File: config.mk
export PLATFORM = sky130hd
export DESIGN_NAME = image_packet_sequencer
export DESIGN_NICKNAME = d
export VERILOG_FILES = /design/src/rtl/image_packet_sequencer.sv
export SDC_FILE = /design/constraint.sdc
export NUM_CORES = 1
export LEC_CHECK = 0
export CORE_AREA = 3 3 215 217
export DETAILED_ROUTE_END_ITERATION = 12
export DIE_AREA = 0 0 218 220
export HOLD_SLACK_MARGIN = 0.05
export PLACE_DENSITY = 0.73
export SYNTH_ARGS = -nofsm -noshare
export SYNTH_HDL_FRONTEND = slang
export SYNTH_SLANG_ARGS = --single-unit
File: constraint.sdc
create_clock -name wb_clk_i -period 6.6 [get_ports wb_clk_i]
set_input_delay 1.32 -clock wb_clk_i [delete_from_list [all_inputs] [get_ports wb_clk_i]]
set_output_delay 1.32 -clock wb_clk_i [all_outputs]
set_load 0.005 [all_outputs]
File: src/rtl/image_packet_sequencer.sv
`default_nettype none
// ============================================================================
// Module  : image_packet_sequencer
// Brief   : Buffers spike packets and replays them as row strobes with image
//           framing; ORs the core's spike outputs over each image.
// Revision: 1.0 - initial release
// ============================================================================
module image_packet_sequencer #(
  parameter int FIFO_DEPTH    = 16,
  parameter int AXON_BITS     = 8,
  parameter int NUM_NEURONS   = 256,
  parameter int SETTLE_CYCLES = 1
) (
  input  logic                   wb_clk_i,
  input  logic                   wb_rst_i,
  input  logic                   pkt_valid_i,
  output logic                   pkt_ready_o,
  input  logic [AXON_BITS-1:0]   pkt_axon_i,
  input  logic                   pkt_last_i,
  output logic [AXON_BITS-1:0]   axon_idx_o,
  output logic                   axon_en_o,
  output logic                   new_image_packet_o,
  output logic                   last_image_packet_o,
  input  logic [NUM_NEURONS-1:0] spike_i,
  output logic [NUM_NEURONS-1:0] spike_vec_o,
  output logic                   image_done_o,
  output logic [15:0]            pkt_count_o,
  output logic                   busy_o
);

  localparam int c_PTR_W = $clog2(FIFO_DEPTH);
  localparam int c_SET_W = $clog2(SETTLE_CYCLES + 1);
  localparam logic [c_PTR_W:0]   c_DEPTH_CNT   = (c_PTR_W + 1)'(FIFO_DEPTH);
  localparam logic [c_SET_W-1:0] c_SETTLE_LAST = c_SET_W'(SETTLE_CYCLES - 1);

  typedef enum logic [2:0] {
    S_IDLE   = 3'd0,
    S_NEW    = 3'd1,
    S_ISSUE  = 3'd2,
    S_SETTLE = 3'd3,
    S_DONE   = 3'd4
  } state_t;

  state_t               r_state;
  state_t               w_next_state;
  logic [AXON_BITS:0]   r_mem [FIFO_DEPTH];
  logic [c_PTR_W-1:0]   r_wr_ptr;
  logic [c_PTR_W-1:0]   r_rd_ptr;
  logic [c_PTR_W:0]     r_count;
  logic [c_SET_W-1:0]   r_settle_cnt;
  logic                 r_last_lat;
  logic [AXON_BITS:0]   w_head;
  logic                 w_full;
  logic                 w_empty;
  logic                 w_push;
  logic                 w_pop;
  logic                 w_settle_end;

  assign w_full       = (r_count == c_DEPTH_CNT);
  assign w_empty      = (r_count == '0);
  assign w_push       = pkt_valid_i & ~w_full;
  assign w_pop        = (r_state == S_ISSUE) & ~w_empty;
  assign w_head       = r_mem[r_rd_ptr];
  assign w_settle_end = (r_state == S_SETTLE) && (r_settle_cnt == c_SETTLE_LAST);
  assign pkt_ready_o  = ~w_full;
  assign busy_o       = (r_state != S_IDLE);

  // Storage is not reset; occupancy is tracked solely by the pointers and count.
  always_ff @(posedge wb_clk_i) begin
    if (w_push) r_mem[r_wr_ptr] <= {pkt_last_i, pkt_axon_i};
  end

  always_ff @(posedge wb_clk_i or negedge wb_rst_i) begin
    if (!wb_rst_i) begin
      r_wr_ptr <= '0;
      r_rd_ptr <= '0;
      r_count  <= '0;
    end else begin
      if (w_push) r_wr_ptr <= r_wr_ptr + c_PTR_W'(1);
      if (w_pop)  r_rd_ptr <= r_rd_ptr + c_PTR_W'(1);
      case ({w_push, w_pop})
        2'b10:   r_count <= r_count + (c_PTR_W + 1)'(1);
        2'b01:   r_count <= r_count - (c_PTR_W + 1)'(1);
        default: r_count <= r_count;
      endcase
    end
  end

  always_ff @(posedge wb_clk_i or negedge wb_rst_i) begin
    if (!wb_rst_i) r_state <= S_IDLE;
    else           r_state <= w_next_state;
  end

  always_comb begin
    w_next_state = r_state;
    unique case (r_state)
      S_IDLE:   if (!w_empty) w_next_state = S_NEW;
      S_NEW:    w_next_state = S_ISSUE;
      S_ISSUE:  if (!w_empty) w_next_state = S_SETTLE;
      S_SETTLE: if (w_settle_end) w_next_state = r_last_lat ? S_DONE : S_ISSUE;
      S_DONE:   w_next_state = S_IDLE;
      default:  w_next_state = S_IDLE;
    endcase
  end

  // Outputs are registered, so every strobe appears one cycle after its state.
  always_ff @(posedge wb_clk_i or negedge wb_rst_i) begin
    if (!wb_rst_i) begin
      r_settle_cnt        <= '0;
      r_last_lat          <= 1'b0;
      axon_idx_o          <= '0;
      axon_en_o           <= 1'b0;
      new_image_packet_o  <= 1'b0;
      last_image_packet_o <= 1'b0;
      image_done_o        <= 1'b0;
      spike_vec_o         <= '0;
      pkt_count_o         <= '0;
    end else begin
      axon_en_o           <= w_pop;
      last_image_packet_o <= w_pop & w_head[AXON_BITS];
      new_image_packet_o  <= (r_state == S_NEW);
      image_done_o        <= (r_state == S_DONE);
      r_settle_cnt        <= (r_state == S_SETTLE) ? r_settle_cnt + c_SET_W'(1) : '0;
      if (w_pop) begin
        axon_idx_o <= w_head[AXON_BITS-1:0];
        r_last_lat <= w_head[AXON_BITS];
      end
      if (r_state == S_NEW) begin
        spike_vec_o <= '0;
        pkt_count_o <= '0;
      end else begin
        if (w_settle_end) spike_vec_o <= spike_vec_o | spike_i;
        if (w_pop && pkt_count_o != 16'hFFFF) pkt_count_o <= pkt_count_o + 16'd1;
      end
    end
  end

endmodule
`default_nettype wire

==> results of run 1 <==
-- final cells by class --
class / count / area [µm²] / share of cell area
diodes: 6 / 15.0 / 0.000618
clock buffers: 72 / 1380 / 0.0568
clock inverters: 16 / 209 / 0.00859
inverters: 9 / 41.3 / 0.00170
multi-input cells: 751 / 4420 / 0.182
flip-flops and latches: 446 / 11900 / 0.489
well taps: 592 / 741 / 0.0305
repair buffers: 561 / 5630 / 0.231
-- power groups by stage --
stage	Clock [mW]	Combinational, mW	Sequential (mW)
global route	2.87	5.15	4.74
finish	2.70	4.77	4.63
CTS	2.75	4.82	4.61
global placement	0	4.68	4.61
floorplan	0	2.11	4.46
detailed placement	0	4.78	4.64
-- cell usage after synthesis, drive strengths merged (2+ instances only) --
master  number
dfrtp      302
nor2       287
a21oi      261
edfxtp     144
buf         44
nand2       37
mux4        36
clkbuf      34
mux2i       21
xnor2       17
nor3        11
inv          9
nor4         9
ha           8
o221ai       8
nand4        7
nand2b       5
o21ai        4
and3         3
nand3        3
o22ai        3
xor2         3
a31oi        2
and2         2
nor3b        2
nor4b        2
nor4bb       2
or3          2
or4          2
-- flip-flops by register name, indices dropped and copies added, names as in the netlist, 3 cells and up --
name	flops
r_count	5
r_state	3
pkt_count_o	16
r_mem	144
r_rd_ptr	4
r_wr_ptr	4
spike_vec_o	256
axon_idx_o	8
-- worst max-delay path: stages --
cell and delay (ns):
clkdlybuf4s50_1 0.54, inv_1 0.08, a21oi_1 0.66, inv_1 0.10, ha_1 0.37, xor2_1 0.20, ha_1 0.23, o31a_1 0.24
or4_1 0.41, a21oi_1 0.19, xnor2_1 0.13
-- kinds of logic after synthesis --
logic type,count (synthesis),synth area share
multiplexers,58,0.0619
AO/OA/AOI/OAI,287,0.0904
flip-flops,446,0.713
AND/OR/NAND/NOR,378,0.0954
adder cells (fa/ha/maj),8,0.00600
buffers and inverters,87,0.0232
XOR/XNOR,20,0.0105
-- worst max-delay path by stage --
| stage | from | to | slack (ns) | cells after the start |
|---|---|---|---|---|
| 4_1_cts | r_count[1]$_DFFE_PN0P_ | r_count[4]$_DFFE_PN0P_ | 2.68 | 10 |
| 5_1_grt | pkt_valid_i | r_count[4]$_DFFE_PN0P_ | 2.41 | 11 |
| 2_1_floorplan | pkt_valid_i | r_count[4]$_DFFE_PN0P_ | 3.09 | 12 |
| 6_report | pkt_valid_i | r_count[4]$_DFFE_PN0P_ | 2.63 | 11 |
| 3_3_place_gp | pkt_valid_i | r_count[4]$_DFFE_PN0P_ | 2.09 | 11 |
| 3_5_place_dp | pkt_valid_i | r_count[4]$_DFFE_PN0P_ | 2.07 | 11 |
-- layer usage --
metal / vias up / global-route usage / routed length [µm]
met5: - / 0 / 91
met4: 16 / 0.0878 / 2350
met3: 128 / 0.0847 / 6580
met2: 559 / 0.362 / 26800
met1: 6416 / 0.329 / 24200
li1: 5597 / - / -
-- stage by stage --
stage,total power [mW],std cells,hold slack (ns)
4_1_cts,12.2,2447,0.496
3_5_place_dp,9.42,2359,0.482
5_1_grt,12.8,2447,0.509
2_1_floorplan,6.56,1284,0.448
6_report,12.1,2453,0.491
3_3_place_gp,9.30,2359,0.474
==> results.py, run 1 <==
metrics = {
    "synthesis": {
        "yosysSeqAreaShare": 0.713,
        "synth-edff-count": 144,
        "syn-num-nets": 1560,
        "syn_avg_cell_area_um2": 13.0,
        "ys.flop_type": "dfrtp_1",
        "synth_cell_type_count": 52,
        "netlist.area_leader.share": 0.453,
        "async_flop_share": 0.677,
        "yosysTopAreaCell": "dfrtp_1",
        "syn_area_mm2": 0.0167,
        "ys_ff_latch": 446,
        "synthTopCellsByArea": "dfrtp_1, edfxtp_1, a21oi_1",
        "synthCells": 1284,
        "yosysWarnings": 0,
    },
    "grt": {
        "grt_pass1_wl_mm": 84.9,
        "grt_usage": 0.242,
        "grt_max_degree": 238,
        "grt_antenna_before_repair": 16,
        "grt_pass1_vias": 12400,
        "grt_overflow_total": 0,
    },
    "clocking": {
        "worstSkewPairLatency_ns": 0.57,
        "clkTransAtPathRegs_ns": 0.06,
        "cts_tree": "built",
        "postCtsHoldBufs": 0,
        "post_cts_buffers": 0,
        "cts-htree-levels": 2,
        "cts.sinks": 446,
        "ctsLongestPathBuffers": 3,
        "numCtsBuffers": 48,
        "ctsResizeCount": 0,
        "root_buffer": "clkbuf_16",
    },
    "finish": {
        "final_cell_mix": "clkdlybuf4s50_1, dfrtp_1, nor2_1",
        "layout_commonest_cell": "clkdlybuf4s50_1",
        "n_fill_cell": 3677,
        "final_util": 0.549,
        "drive_gt1_frac": 0.0690,
        "area_growth_pct": 45.8,
        "final_net_count": 2093,
        "design_area_mm2": 0.0243,
    },
    "power": {
        "swShare": 0.346,
        "power.switching_mw": 4.18,
        "p_int_mw": 7.91,
        "pwr-share-clk": 0.223,
        "pwr-share-comb": 0.394,
        "seqPwrFrac": 0.383,
        "peakVddDrop_mv": 0.376,
        "p_leak_nw": 9.70,
        "powerDensity_mw_per_mm2": 498,
    },
    "setup_path": {
        "reg2reg_depth": 10,
        "cp_max_fo": 11,
        "required_ns": 7.10,
        "r2r_setup_slack_ns": 2.65,
        "worstSetupStartpointType": "input port",
        "worstSetupPathType": "input port to flip-flop",
        "cp.arrival_ns": 4.47,
        "timing.rr.end": "r_count[4]$_DFFE_PN0P_",
        "r2r_start": "r_count[2]$_DFFE_PN0P_",
        "critPathCaptureType": "flip-flop",
    },
    "sta": {
        "post-route-min-period_ns": 3.97,
        "skew_ns": 0.0131,
        "report.final.setup_viol": 0,
        "fin_ws_ns": 2.63,
        "fin_tns_setup_ns": 0,
        "finalCritPeriodShare": 0.601,
        "maxSlewHeadroom": 0.0298,
        "max_freq_ghz": 0.252,
        "report.final.slew_viol_count": 0,
        "grt_setup_unrepaired": "false",
        "hold_viol": 0,
        "worst_slew_pin_slew_ns": 1.46,
    },
    "place": {
        "place_congestion": 0.934,
        "place_worst_setup_slack_ns": 2.07,
        "dp_hpwl_mm": 43.4,
        "dpl-instance-area_mm2": 0.0227,
        "io_buffers": 553,
    },
    "drt": {
        "vias": 12700,
        "final_antenna_net_count": 0,
        "routedWlPerCell_um": 24.5,
        "drc": 0,
        "viasPerCell": 5.18,
        "first_iter_violations": 1384,
        "first_pass_iters": 5,
        "wirelength_mm": 60.1,
    },
    "flow_run": {
        "maxCapViolCount": 0,
    },
    "floorplan": {
        "die-area_mm2": 0.0480,
        "die_x_um": 218,
        "pin_count": 554,
        "core-area_mm2": 0.0443,
        "rows": 77,
        "die_y_um": 220,
        "start_util": 0.376,
    },
    "worst_hold_path": {
        "min_from": "spike_vec_o[67]$_DFFE_PN0P_",
        "whs_endpoint": "spike_vec_o[67]$_DFFE_PN0P_",
        "min_path_type": "flip-flop to flip-flop",
        "hold-path-cell-count": 2,
    },
    "run_status": {
        "status": "finished, final reports clean",
    },
}
(Power assumes the default switching activity.)
==> run 2: changes to the inputs <==
--- a/config.mk
+++ b/config.mk
@@ -5,11 +5,11 @@
 export SDC_FILE = /design/constraint.sdc
 export NUM_CORES = 1
 export LEC_CHECK = 0
-export CORE_AREA = 3 3 215 217
+export CORE_AREA = 3 3 212 214
 export DETAILED_ROUTE_END_ITERATION = 12
-export DIE_AREA = 0 0 218 220
+export DIE_AREA = 0 0 215 217
 export HOLD_SLACK_MARGIN = 0.05
-export PLACE_DENSITY = 0.73
+export PLACE_DENSITY = 0.78
 export SYNTH_ARGS = -nofsm -noshare
 export SYNTH_HDL_FRONTEND = slang
 export SYNTH_SLANG_ARGS = --single-unit
==> constraint.sdc (replaced) <==
create_clock -name wb_clk_i -period 3.63 [get_ports wb_clk_i]
set_input_delay 0.726 -clock wb_clk_i [delete_from_list [all_inputs] [get_ports wb_clk_i]]
set_output_delay 0.726 -clock wb_clk_i [all_outputs]
set_load 0.005 [all_outputs]
==> run 2 against run 1 <==
Compared with the run above:
- clock skew down 0.0014 ns
- die area down 2.7%
- clock power up 78%
- sequential cell count unchanged
- critical path depth down 1
- non-clock buffer count up 17
- worst hold slack worse by 0.35 ns
- cell area up 0.51%
- total power up 82%
- register-to-register slack worse by 2.2 ns
- sequential share of layout area down 0.26 points
- highest routed layer unchanged
- largest cell class unchanged
==> results.py, run 2 (synthesized netlist as in run 1, its figures left out) <==
metrics = {
    "run_status": {
        "status": "finished, final reports clean",
    },
    "sta": {
        "report.final.setup_viol": 0,
        "report.final.slew_viol_count": 0,
        "maxSlewHeadroom": 0.265,
        "grt_setup_unrepaired": "false",
        "fin_ws_ns": 0.489,
        "skew_ns": 0.0117,
        "max_freq_ghz": 0.318,
        "fin_tns_setup_ns": 0,
        "hold_viol": 0,
        "finalCritPeriodShare": 0.865,
        "post-route-min-period_ns": 3.14,
        "worst_slew_pin_slew_ns": 1.10,
    },
    "clocking": {
        "postCtsHoldBufs": 0,
        "ctsResizeCount": 0,
        "post_cts_buffers": 0,
        "worstSkewPairLatency_ns": 0.58,
        "root_buffer": "clkbuf_16",
        "ctsLongestPathBuffers": 3,
        "cts_tree": "built",
        "cts-htree-levels": 2,
        "cts.sinks": 446,
        "numCtsBuffers": 47,
        "clkTransAtPathRegs_ns": 0.06,
    },
    "finish": {
        "reg.largest.list": "spike_vec_o: 256 flops, r_mem: 144 flops, pkt_count_o: 16 flops",
        "largest_reg_flops": 256,
        "final_net_count": 2109,
        "area_growth_pct": 46.6,
        "final_cell_mix": "clkdlybuf4s50_1, dfrtp_1, nor2_1",
        "regMostFlops": "spike_vec_o",
        "layout_commonest_cell": "clkdlybuf4s50_1",
        "drive_gt1_frac": 0.0770,
    },
    "drt": {
        "vias": 12900,
        "drc": 0,
        "wirelength_mm": 60.2,
        "first_iter_violations": 1327,
        "final_antenna_net_count": 0,
        "viasPerCell": 5.23,
        "routedWlPerCell_um": 24.5,
        "first_pass_iters": 6,
    },
    "place": {
        "place_congestion": 0.945,
        "dp_hpwl_mm": 44.2,
        "place_worst_setup_slack_ns": 0.249,
        "io_buffers": 553,
    },
    "floorplan": {
        "pin_count": 554,
        "die-area_mm2": 0.0467,
        "die_y_um": 217,
        "core-area_mm2": 0.0431,
        "start_util": 0.387,
        "die_x_um": 215,
        "rows": 76,
    },
    "setup_path": {
        "required_ns": 4.13,
        "timing.rr.end": "r_count[4]$_DFFE_PN0P_",
        "cpPeakStageDelay_ns": 0.60,
        "cp_cell_sequence": "or4_4, o21ai_2, inv_2, ha_1, xor2_1, ha_1, o31a_1, or4_1, a21oi_1, xnor2_1",
        "r2r_start": "r_count[0]$_DFFE_PN0P_",
        "cp_num_buf_inv": 1,
        "crit_slowest_cell": "or4_4",
        "cp.arrival_ns": 3.64,
        "path_common_cell": "ha_1",
        "reg2reg_depth": 10,
        "worstSetupStartpointType": "flip-flop",
        "worstSetupPathType": "flip-flop to flip-flop",
        "r2r_setup_slack_ns": 0.49,
        "crit_family": "simple AND/OR/NAND/NOR gates",
        "critPathCaptureType": "flip-flop",
        "cp_max_fo": 11,
    },
    "power": {
        "powerDensity_mw_per_mm2": 901,
        "p_leak_nw": 9.79,
        "peakVddDrop_mv": 0.674,
    },
    "grt": {
        "grt_max_degree": 215,
        "grt_pass1_wl_mm": 87.5,
        "grt_usage": 0.255,
        "grt_antenna_before_repair": 19,
        "grt_pass1_vias": 12900,
        "grt_overflow_total": 0,
    },
    "worst_hold_path": {
        "min_path_type": "input port to async pin",
    },
    "flow_run": {
        "maxCapViolCount": 0,
    },
}
[run 2: cell types whose count changed in the layout (fill, tap and decap cells not counted), moves of 2 or more]
| cell | previous run | this run |
|---|---|---|
| clkbuf_1 | 15 | 9 |
| clkinv_2 | 4 | 7 |
| clkinv_1 | 4 | 6 |
| buf_4 | 6 | 19 |
| clkbuf_8 | 9 | 7 |
| buf_12 | 2 | 6 |
[run 2: area by class of cell]
cell class | count | area, µm²
clock inverters | 22 | 246
fillers | 3493 | 18600
repair buffers | 578 | 5800
multi-input cells | 751 | 4410
flip-flops and latches | 446 | 11900
clock buffers | 63 | 1310
inverters | 9 | 41.3
diodes | 6 | 15.0
well taps | 585 | 732
[run 2: worst max path at each step]
stage | from | endpoint | slack, ns | cells after the start
final | r_count[0]$_DFFE_PN0P_ | r_count[4]$_DFFE_PN0P_ | 0.49 | 10
after floorplan | pkt_valid_i | r_count[4]$_DFFE_PN0P_ | 0.71 | 12
after global routing | r_count[2]$_DFFE_PN0P_ | r_count[4]$_DFFE_PN0P_ | 0.31 | 10
after detailed placement | pkt_valid_i | r_count[4]$_DFFE_PN0P_ | 0.25 | 11
after CTS | r_count[1]$_DFFE_PN0P_ | r_count[4]$_DFFE_PN0P_ | 0.48 | 10
after global placement | pkt_valid_i | r_count[4]$_DFFE_PN0P_ | 0.32 | 11
[run 2: routing by layer]
layer / up-vias / track usage / part of all wire
met5: - / 0.0125 / 0.0029
met1: 6406 / 0.340 / 0.39
met3: 127 / 0.0944 / 0.11
met4: 18 / 0.0831 / 0.036
li1: 5642 / - / -
met2: 672 / 0.388 / 0.46
[run 2: power by group]
group / total [mW] / switching [mW] / internal (mW)
Sequential: 8.42 / 1.39 / 7.03
Combinational: 8.79 / 4.30 / 4.49
Clock: 4.80 / 1.98 / 2.82
Total: 22.0 / 7.67 / 14.3
[run 2: per-stage QoR]
step	area (µm²)	cells	hold slack, ns	power (mW)	util
finish	24400	2460	0.140	22.0	0.567
global route	24400	2455	0.156	23.2	0.567
CTS	24400	2454	0.145	22.2	0.567
detailed placement	22900	2369	0.482	17.3	0.531
global placement	22900	2369	0.474	17.0	0.531
floorplan	16700	1284	0.430	11.9	-
==> run 3: changes to the inputs <==
--- a/config.mk
+++ b/config.mk
@@ -8,8 +8,8 @@
 export CORE_AREA = 3 3 212 214
 export DETAILED_ROUTE_END_ITERATION = 12
 export DIE_AREA = 0 0 215 217
-export HOLD_SLACK_MARGIN = 0.05
 export PLACE_DENSITY = 0.78
+export SKIP_LAST_GASP = 1
 export SYNTH_ARGS = -nofsm -noshare
 export SYNTH_HDL_FRONTEND = slang
 export SYNTH_SLANG_ARGS = --single-unit
==> results of run 3 <==
The final DEF is identical to that of run 2; final timing and power are the same.
